## config.mk

```make
export PLATFORM = sky130hd
export DESIGN_NAME = async_mem_arbiter
export DESIGN_NICKNAME = d
export VERILOG_FILES = /design/src/rtl/async_mem_arbiter.sv
export SDC_FILE = /design/constraint.sdc
export NUM_CORES = 1
export LEC_CHECK = 0
export CORE_AREA = 2 2 92 94
export CTS_BUF_LIST = sky130_fd_sc_hd__clkbuf_8
export CTS_CLUSTER_SIZE = 24
export DETAILED_ROUTE_END_ITERATION = 8
export DIE_AREA = 0 0 94 96
export GPL_TIMING_DRIVEN = 0
export HOLD_SLACK_MARGIN = 0.05
export PLACE_DENSITY = 0.73
export SLEW_MARGIN = 20
export SYNTH_ARGS = -nofsm -noshare
export SYNTH_HDL_FRONTEND = slang
export SYNTH_SLANG_ARGS = --single-unit
```

## constraint.sdc

```tcl
create_clock -name clk -period 1.95 [get_ports clk]
set_input_delay 0.4875 -clock clk [delete_from_list [all_inputs] [get_ports clk]]
set_output_delay 0.4875 -clock clk [all_outputs]
set_load 0.005 [all_outputs]
```

## src/rtl/async_mem_arbiter.sv

```systemverilog
`default_nettype none
// ============================================================================
// Module      : async_mem_arbiter
// Description : Two-requester round-robin arbiter in front of a single-port
//               memory with synchronous read (one-cycle read latency).
//               One grant per cycle, ready depends combinationally on valid.
//               Optional feature macro ARMLEOCPU_MEM_ARB_CLEAR_EN: after
//               reset, zero the whole memory before accepting requests.
// Revision    : 1.0 - initial release
// ============================================================================
module async_mem_arbiter #(
  parameter int ADDR_WIDTH = 8,
  parameter int DATA_WIDTH = 32
) (
  input  logic                  clk,
  input  logic                  rst_n,
  // requester 0
  input  logic                  c0_valid,
  output logic                  c0_ready,
  input  logic                  c0_write,
  input  logic [ADDR_WIDTH-1:0] c0_addr,
  input  logic [DATA_WIDTH-1:0] c0_wdata,
  output logic                  c0_rvalid,
  output logic [DATA_WIDTH-1:0] c0_rdata,
  // requester 1
  input  logic                  c1_valid,
  output logic                  c1_ready,
  input  logic                  c1_write,
  input  logic [ADDR_WIDTH-1:0] c1_addr,
  input  logic [DATA_WIDTH-1:0] c1_wdata,
  output logic                  c1_rvalid,
  output logic [DATA_WIDTH-1:0] c1_rdata,
  // memory side
  output logic                  mem_write,
  output logic [ADDR_WIDTH-1:0] mem_waddr,
  output logic [ADDR_WIDTH-1:0] mem_raddr,
  output logic [DATA_WIDTH-1:0] mem_wdata,
  input  logic [DATA_WIDTH-1:0] mem_rdata,
  output logic                  init_done
);

  logic                  r_init_done;
  logic                  r_prio;       // 0: requester 0 wins a tie
  logic                  r_rvalid0;
  logic                  r_rvalid1;
  logic                  w_run_state;  // memory ready for normal traffic
  logic                  w_init_wr;    // clear-sequence write this cycle
  logic [ADDR_WIDTH-1:0] w_init_addr;
  logic                  w_ok;
  logic                  w_gnt0;
  logic                  w_gnt1;
  logic                  w_gnt;
  logic                  w_wr;
  logic [ADDR_WIDTH-1:0] w_addr;
  logic [DATA_WIDTH-1:0] w_wdata;

`ifdef ARMLEOCPU_MEM_ARB_CLEAR_EN
  typedef enum logic [0:0] {
    ST_INIT = 1'b0,
    ST_RUN  = 1'b1
  } state_t;

  localparam logic [ADDR_WIDTH-1:0] C_LAST_ADDR = '1;
  localparam logic [ADDR_WIDTH-1:0] C_ONE       = {{(ADDR_WIDTH-1){1'b0}}, 1'b1};

  state_t                r_state;
  state_t                w_state_nxt;
  logic [ADDR_WIDTH-1:0] r_cnt;
  logic [ADDR_WIDTH-1:0] w_cnt_nxt;

  // State and clear-address registers; reset restarts the clear at address 0
  always_ff @(posedge clk) begin
    if (!rst_n) begin
      r_state <= ST_INIT;
      r_cnt   <= '0;
    end else begin
      r_state <= w_state_nxt;
      r_cnt   <= w_cnt_nxt;
    end
  end

  // Walk addresses upward writing zero; leave INIT after the last one, no wrap
  always_comb begin
    w_state_nxt = r_state;
    w_cnt_nxt   = r_cnt;
    w_init_wr   = 1'b0;
    w_init_addr = '0;
    case (r_state)
      ST_INIT: begin
        w_init_wr   = 1'b1;
        w_init_addr = r_cnt;
        if (r_cnt == C_LAST_ADDR) begin
          w_state_nxt = ST_RUN;
        end else begin
          w_cnt_nxt = r_cnt + C_ONE;
        end
      end
      ST_RUN:  w_state_nxt = ST_RUN;
      default: w_state_nxt = ST_INIT;
    endcase
  end

  assign w_run_state = (r_state == ST_RUN);
`else
  assign w_init_wr   = 1'b0;
  assign w_init_addr = '0;
  assign w_run_state = 1'b1;
`endif

  // init_done follows the run state one cycle later, cleared by reset
  always_ff @(posedge clk) begin
    if (!rst_n) begin
      r_init_done <= 1'b0;
    end else begin
      r_init_done <= w_run_state;
    end
  end

  assign init_done = r_init_done & rst_n;

  // Round-robin grant: a sole requester always wins, a tie goes to r_prio
  always_comb begin
    w_ok    = rst_n & r_init_done;
    w_gnt0  = w_ok & c0_valid & (~c1_valid | ~r_prio);
    w_gnt1  = w_ok & c1_valid & (~c0_valid |  r_prio);
    w_gnt   = w_gnt0 | w_gnt1;
    w_wr    = w_gnt1 ? c1_write : c0_write;
    w_addr  = w_gnt1 ? c1_addr  : c0_addr;
    w_wdata = w_gnt1 ? c1_wdata : c0_wdata;
  end

  assign c0_ready = w_gnt0;
  assign c1_ready = w_gnt1;

  // Priority moves away from whoever was just granted
  always_ff @(posedge clk) begin
    if (!rst_n) begin
      r_prio <= 1'b0;
    end else if (w_gnt0) begin
      r_prio <= 1'b1;
    end else if (w_gnt1) begin
      r_prio <= 1'b0;
    end
  end

  // Memory port drive: clear writes, granted writes, granted reads; else zero
  always_comb begin
    mem_write = 1'b0;
    mem_waddr = '0;
    mem_wdata = '0;
    mem_raddr = '0;
    if (rst_n && w_init_wr) begin
      mem_write = 1'b1;
      mem_waddr = w_init_addr;
    end else if (w_gnt && w_wr) begin
      mem_write = 1'b1;
      mem_waddr = w_addr;
      mem_wdata = w_wdata;
    end else if (w_gnt) begin
      mem_raddr = w_addr;
    end
  end

  // Remember which requester owns the read data returning next cycle
  always_ff @(posedge clk) begin
    if (!rst_n) begin
      r_rvalid0 <= 1'b0;
      r_rvalid1 <= 1'b0;
    end else begin
      r_rvalid0 <= w_gnt0 & ~c0_write;
      r_rvalid1 <= w_gnt1 & ~c1_write;
    end
  end

  // A reset arriving while data is in flight suppresses its delivery
  assign c0_rvalid = r_rvalid0 & rst_n;
  assign c1_rvalid = r_rvalid1 & rst_n;
  assign c0_rdata  = c0_rvalid ? mem_rdata : '0;
  assign c1_rdata  = c1_rvalid ? mem_rdata : '0;

endmodule
`default_nettype wire

```

==> results of run 1 <==
how the worst max path moves through the flow:
stage                              from       endpoint
detailed placement                rst_n    c1_rdata[2]
finish                         c0_valid  mem_wdata[23]
CTS                            c1_valid  mem_wdata[24]
global route        r_prio$_SDFFE_PN0N_  mem_wdata[30]
floorplan                      c0_valid  mem_wdata[10]
global placement                  rst_n    c1_rdata[2]
layout make-up:
cell class | instances | area (µm²) | share of cell area [%]
flip-flops and latches | 4 | 92.59 | 2.218
inverters | 3 | 11.26 | 0.2697
clock buffers | 3 | 41.29 | 0.9889
repair buffers | 267 | 2567 | 61.49
plain buffers | 19 | 173.9 | 4.165
well taps | 105 | 131.4 | 3.147
multi-input cells | 148 | 1157 | 27.72
synthesized netlist by cell type:
| master | count | share of area [%] |
|---|---|---|
| a21oi_1 | 1 | 0.40 |
| buf_6 | 6 | 5.4 |
| and2_1 | 2 | 1.0 |
| and3_1 | 54 | 27 |
| a21bo_1 | 1 | 0.80 |
| buf_1 | 1 | 0.30 |
| clkbuf_1 | 13 | 3.9 |
| dfxtp_1 | 4 | 6.4 |
| nand3b_1 | 1 | 0.60 |
| and2b_1 | 1 | 0.60 |
| nand2_4 | 1 | 0.91 |
| buf_2 | 1 | 0.40 |
| nor2_4 | 1 | 0.91 |
| nand3_1 | 2 | 0.80 |
| inv_1 | 3 | 0.91 |
| nand2b_1 | 1 | 0.50 |
| a22o_1 | 18 | 13 |
| nor2_1 | 3 | 0.91 |
| a22o_2 | 14 | 11 |
| nand2_1 | 17 | 5.1 |
| and3_2 | 11 | 6.6 |
| nor3_4 | 1 | 1.3 |
| o22ai_1 | 16 | 8.0 |
| or2_2 | 1 | 0.50 |
| nand4_4 | 1 | 1.7 |
| a311oi_1 | 1 | 0.70 |
metrics by stage:
stage                     hold slack, ns  power [mW]  instances  util, %
after floorplan                   0.4974      0.2040        176        -
after global placement            0.5297      0.5610        516    46.29
after detailed placement          0.5395      0.5650        516    46.29
after CTS                         0.4351      0.7925        545    51.34
after global routing              0.4314      0.8483        549    51.86
final                             0.4330      0.8002        549    51.86
per-layer routing:
| layer | vias up | share of wire (%) | GRT usage, % |
|---|---|---|---|
| li1 | 1221 | - | - |
| met1 | 1171 | 36 | 18.97 |
| met2 | 152 | 52 | 36.49 |
| met3 | 10 | 10 | 6.343 |
| met4 | 0 | 1.8 | 3.140 |
| met5 | - | 0 | 0 |
what timing repair did:
item	in CTS	in global routing
buffers inserted	24	6
gates cloned	5	0
pin swaps	12	20
gates resized for setup	322	12
endpoints found under the setup margin	118	46
hold buffers	0	0
cell usage in the layout, fill, tap and decap left out, drive strengths merged:
master / count
dlygate4sd2: 81
o22ai: 16
a21bo: 1
nand3b: 1
dfxtp: 4
and2: 2
inv: 3
buf: 78
a311oi: 1
and3: 65
a21oi: 1
dlymetal6s2s: 1
a22o: 32
nor3: 1
or2: 1
clkbuf: 13
nor2: 4
and2b: 1
nand2b: 1
bufbuf: 1
nand2: 18
nand3: 2
nand4: 1
clkdlybuf4s50: 115
where the power goes:
part | total [mW] | switching [mW] | internal [mW]
clock network | 0.174 | 0.0421 | 0.132
logic | 0.537 | 0.178 | 0.358
registers | 0.0901 | 0.00576 | 0.0843
total | 0.800 | 0.226 | 0.574
cell families (layout without fill, tap and decap cells):
group           Yosys count  count (layout)  share of synthesized area [%]
compound gates           51              51                          33.90
buf+inv                  24             292                          10.96
flops                     4               4                          6.439
simple gates             97              97                          48.69
sequential cells by signal (all words and copies together) (netlist names):
signal / count
r_rvalid0: 1
r_init_done: 1
r_rvalid1: 1
r_prio: 1
worst register-to-register path, stage by stage (launching register included):
cell and delay (ns):
dfxtp_4 0.37, nand2_4 0.08, inv_1 0.09, nand3b_1 0.10, buf_4 0.17, nor2_1 0.08
==> results.md, run 1 <==
- Hold Path Depth: 1
- Pin count of the biggest net entering global routing: 11
- CTS clk-pin slew, worst paths: 0.03 ns
- RSZ-0062 raised after global routing: true
- Setup WS pre-CTS: -1.210 ns
- Hold endpoint: r_init_done$_DFF_P_
- Syn. warnings: 0
- Slew Limit Fails: 0
- CP delay by family, top: buffers and inverters
- Final setup TNS: -3.484 ns
- FP Rows: 33
- Overall Global Routing Usage: 18.48%
- Slew Limit Headroom: 80.56%
- Clock Path Buffers: 2
- Slowest cell on crit path: a22o_4
- Synth Cell Area: 0.001244 mm²
- PortBufs: 235
- Fraction of layout cells with a size suffix above 1: 29.50%
- Worst skew pair latency: 0.22 ns
- TritonCTS Buffers: 3
- Final WL: 9293 µm
- Min-delay src: rst_n
- Num ports: 236
- Data arrival, critical path: 1.63 ns
- Final hold vios: 0
- First-pass GRT wire length: 13230 µm
- Final setup margin: -0.1676 ns
- Worst Skew: 0.003573 ns
- Die area: 0.009024 mm²
- Crit path max fanout: 6
- VDD IR max: 0.0001799 V
- R2R Setup Slk: 0.99 ns
- Tightest Hold Check Type: input pin to register
- CP bufs+invs: 6
- Power per cell area: 191.7 mW/mm²
- Placed Area: 0.003727 mm²
- CP dominant cell by count: buf_8
- R2R Path Start: r_init_done$_DFF_P_
- R2r worst-path depth: 5
- Crit path largest cell delay: 0.21 ns
- Maxcap violations: 0
- DR vias/cell: 4.652
- 1st-iter DRT viols: 57
- Outcome: complete, but fails checks
- Leakage Power: 2.413 nW
- Tmin final: 2.118 ns
- Ant. Diodes: 0
- Die Wd: 94 µm
- CTS Root Cell: clkbuf_8
- # setup viols final: 40
- Nets: 564
- Area grow syn2layout: 235.7%
- Levels on crit path: 9
- Crit end category: output port
- Tcrit/Tclk final: 108.6%
- DR WL/cell: 16.93 µm
- Req. time, crit path: 1.46 ns
- HPWL after detailed placement: 6898 µm
- Initial antenna violation count: 0
- 1st-pass router iterations: 4
- Worst-Margin Slew: 0.2915 ns
- Number of global-route vias before repair: 2621
- Clock Sinks: 4
- Final ANT Viol Nets: 0
- Sequential fraction of the synthesis area: 6.439%
- Syn nets: 294
- Chip Height: 96 µm
- Mapped Cells: 176
- Initial Util: 15.45%
- Yosys reg bits: 4
- RD Place Congestion: 0.7763
- R2R Path End: r_rvalid1$_SDFF_PN0_
- Fin area: 0.004175 mm²
- Failing checks: setup timing
- Mean post-synth cell area: 7.066 µm²
- Congestion Overflow GR: 0
- Core box area: 0.008051 mm²
- Yosys cell types: 26
- Max frequency: 472.2 MHz
- # DRC: 0
- CP Class: input pin to output port
- H-Tree Depth: 1
- CTS tree: built
- Worst setup SP type: input pin
- Fillers: 761
- Crit-path cells: buf_8 -> a21bo_4 -> nor3_4 -> buf_12 -> buf_8 -> buf_8 -> buf_12 -> a22o_4 -> buf_6
- Via count: 2554
Power figures use the tool's default switching activity.
==> inputs of run 2 (changes only) <==
- CTS_BUF_LIST: sky130_fd_sc_hd__clkbuf_8 -> not set
==> results of run 2 <==
Same layout as run 1: the final DEF is identical, and so are final timing and power.
==> inputs of run 3 (changes only) <==
- SKIP_LAST_GASP: not set -> 1
==> run 3 against run 2 <==
The flow still finishes with violations (setup timing). Wire length up 2.7%. Combinational power up 2%. Clock power about the same. Hold slack about the same. Power up 1.2%. Count of clock-buffer cells in the layout unchanged. Via count up 0.63%. Critical path type unchanged.
==> results.md, run 3 (synthesis gave the netlist of run 1 again) <==
- Outcome: complete, but fails checks
- Failing checks: setup timing
- Met2 Use GR: 35.71%
- HPWL after detailed placement: 6898 µm
- 1st-pass router iterations: 6
- CTS tree: built
- Maxcap violations: 0
- Chip Height: 96 µm
- Via count: 2570
- Clock Path Buffers: 2
- Final WL: 9543 µm
- GR peak layer: met2
- Final setup margin: -0.1748 ns
- # DRC: 0
- Fin cells: 553
- Pin count of the biggest net entering global routing: 11
- CP Class: input pin to output port
- Data arrival, critical path: 1.64 ns
- Leakage Power: 2.419 nW
- Ant. Diodes: 0
- TritonCTS Buffers: 3
- VDD IR max: 0.0001806 V
- Tcrit/Tclk final: 109.0%
- DR vias/cell: 4.647
- Clock Sinks: 4
- 1st-iter DRT viols: 58
- Die area: 0.009024 mm²
- Final ANT Viol Nets: 0
- Worst skew pair latency: 0.22 ns
- Met1 usage: 19.01%
- Number of global-route vias before repair: 2587
- Crit path max fanout: 6
- Worst Skew: 0.002677 ns
- DR WL/cell: 17.26 µm
- Core box area: 0.008051 mm²
- FP Rows: 33
- Slew Limit Headroom: 80.58%
- Grt met3 use: 6.500%
- Tmin final: 2.125 ns
- Fraction of layout cells with a size suffix above 1: 31.25%
- Initial Util: 15.45%
- Initial antenna violation count: 0
- Fillers: 745
- Crit end category: output port
- Die Wd: 94 µm
- Num ports: 236
- Final hold vios: 0
- # setup viols final: 32
- CTS clk-pin slew, worst paths: 0.03 ns
- Worst setup SP type: input pin
- Max frequency: 470.6 MHz
- Nets: 568
- Req. time, crit path: 1.46 ns
- Most frequent cells in the layout: clkdlybuf4s50_1, dlygate4sd2_1, and3_1
- Overall Global Routing Usage: 18.31%
- RSZ-0062 raised after global routing: true
- Tightest Hold Check Type: input pin to register
- Placed cells: 516
- H-Tree Depth: 1
- First-pass GRT wire length: 13120 µm
- Commonest non-fill, non-tap cell in the layout: clkdlybuf4s50_1
- RD Place Congestion: 0.7763
- Pwr Total: 0.8100 mW
- Worst-Margin Slew: 0.2913 ns
- Power per cell area: 190.7 mW/mm²
- Slew Limit Fails: 0
- Area grow syn2layout: 241.4%
- CTS Root Cell: clkbuf_8
- Congestion Overflow GR: 0
- PortBufs: 235
run 3: layout make-up:
class / instances / area (µm²) / area share (%)
multi-input cells: 148 / 1172 / 27.61
repair buffers: 271 / 2624 / 61.79
plain buffers: 19 / 173.9 / 4.095
well taps: 105 / 131.4 / 3.094
clock buffers: 3 / 41.29 / 0.9723
inverters: 3 / 11.26 / 0.2652
flip-flops and latches: 4 / 92.59 / 2.180
run 3: report_power, final:
group / switching [mW] / internal, mW
clock network: 0.0414 / 0.131
logic: 0.183 / 0.364
registers: 0.00614 / 0.0843
run 3: per-stage QoR:
| step | util [%] | instance area (µm²) | hold WS, ns | setup TNS (ns) | setup WS [ns] |
|---|---|---|---|---|---|
| finish | 52.74 | 4247 | 0.4328 | -3.430 | -0.1748 |
| global route | 52.74 | 4247 | 0.4315 | -4.891 | -0.2284 |
| CTS | 51.20 | 4123 | 0.4351 | -3.855 | -0.2065 |
| detailed placement | 46.29 | 3727 | 0.5395 | -115.54 | -1.210 |
| global placement | 46.29 | 3727 | 0.5297 | -116.21 | -1.213 |
| floorplan | - | 1244 | 0.4974 | 0 | 0.2353 |
run 3: worst paths after layout:
path,from,slack [ns],cells past startpoint,end
max reg2reg,r_init_done$_DFF_P_,1.00,5,r_rvalid1$_SDFF_PN0_
min reg2reg,r_prio$_SDFFE_PN0N_,0.47,1,r_prio$_SDFFE_PN0N_
max,c0_valid,-0.17,9,mem_wdata[24]
min,rst_n,0.43,1,r_init_done$_DFF_P_
run 3: critical path, stage by stage:
cell	delay (ns)
buf_8	0.10
a21bo_4	0.18
nor3_4	0.04
buf_12	0.13
buf_8	0.12
buf_8	0.12
buf_4	0.12
a22o_4	0.21
buf_6	0.12
run 3: per-layer routing:
metal,share of wire [%],up-vias
met5,0,-
met4,1.9,0
met3,11,14
met2,52,146
met1,35,1182
li1,-,1228
run 3: what timing repair did:
item | in CTS | in global routing
hold buffers | 0 | 0
gates resized for setup | 313 | 32
pin swaps | 12 | 18
buffers inserted | 24 | 9
cloned | 5 | 0
endpoints found under the setup margin | 118 | 48
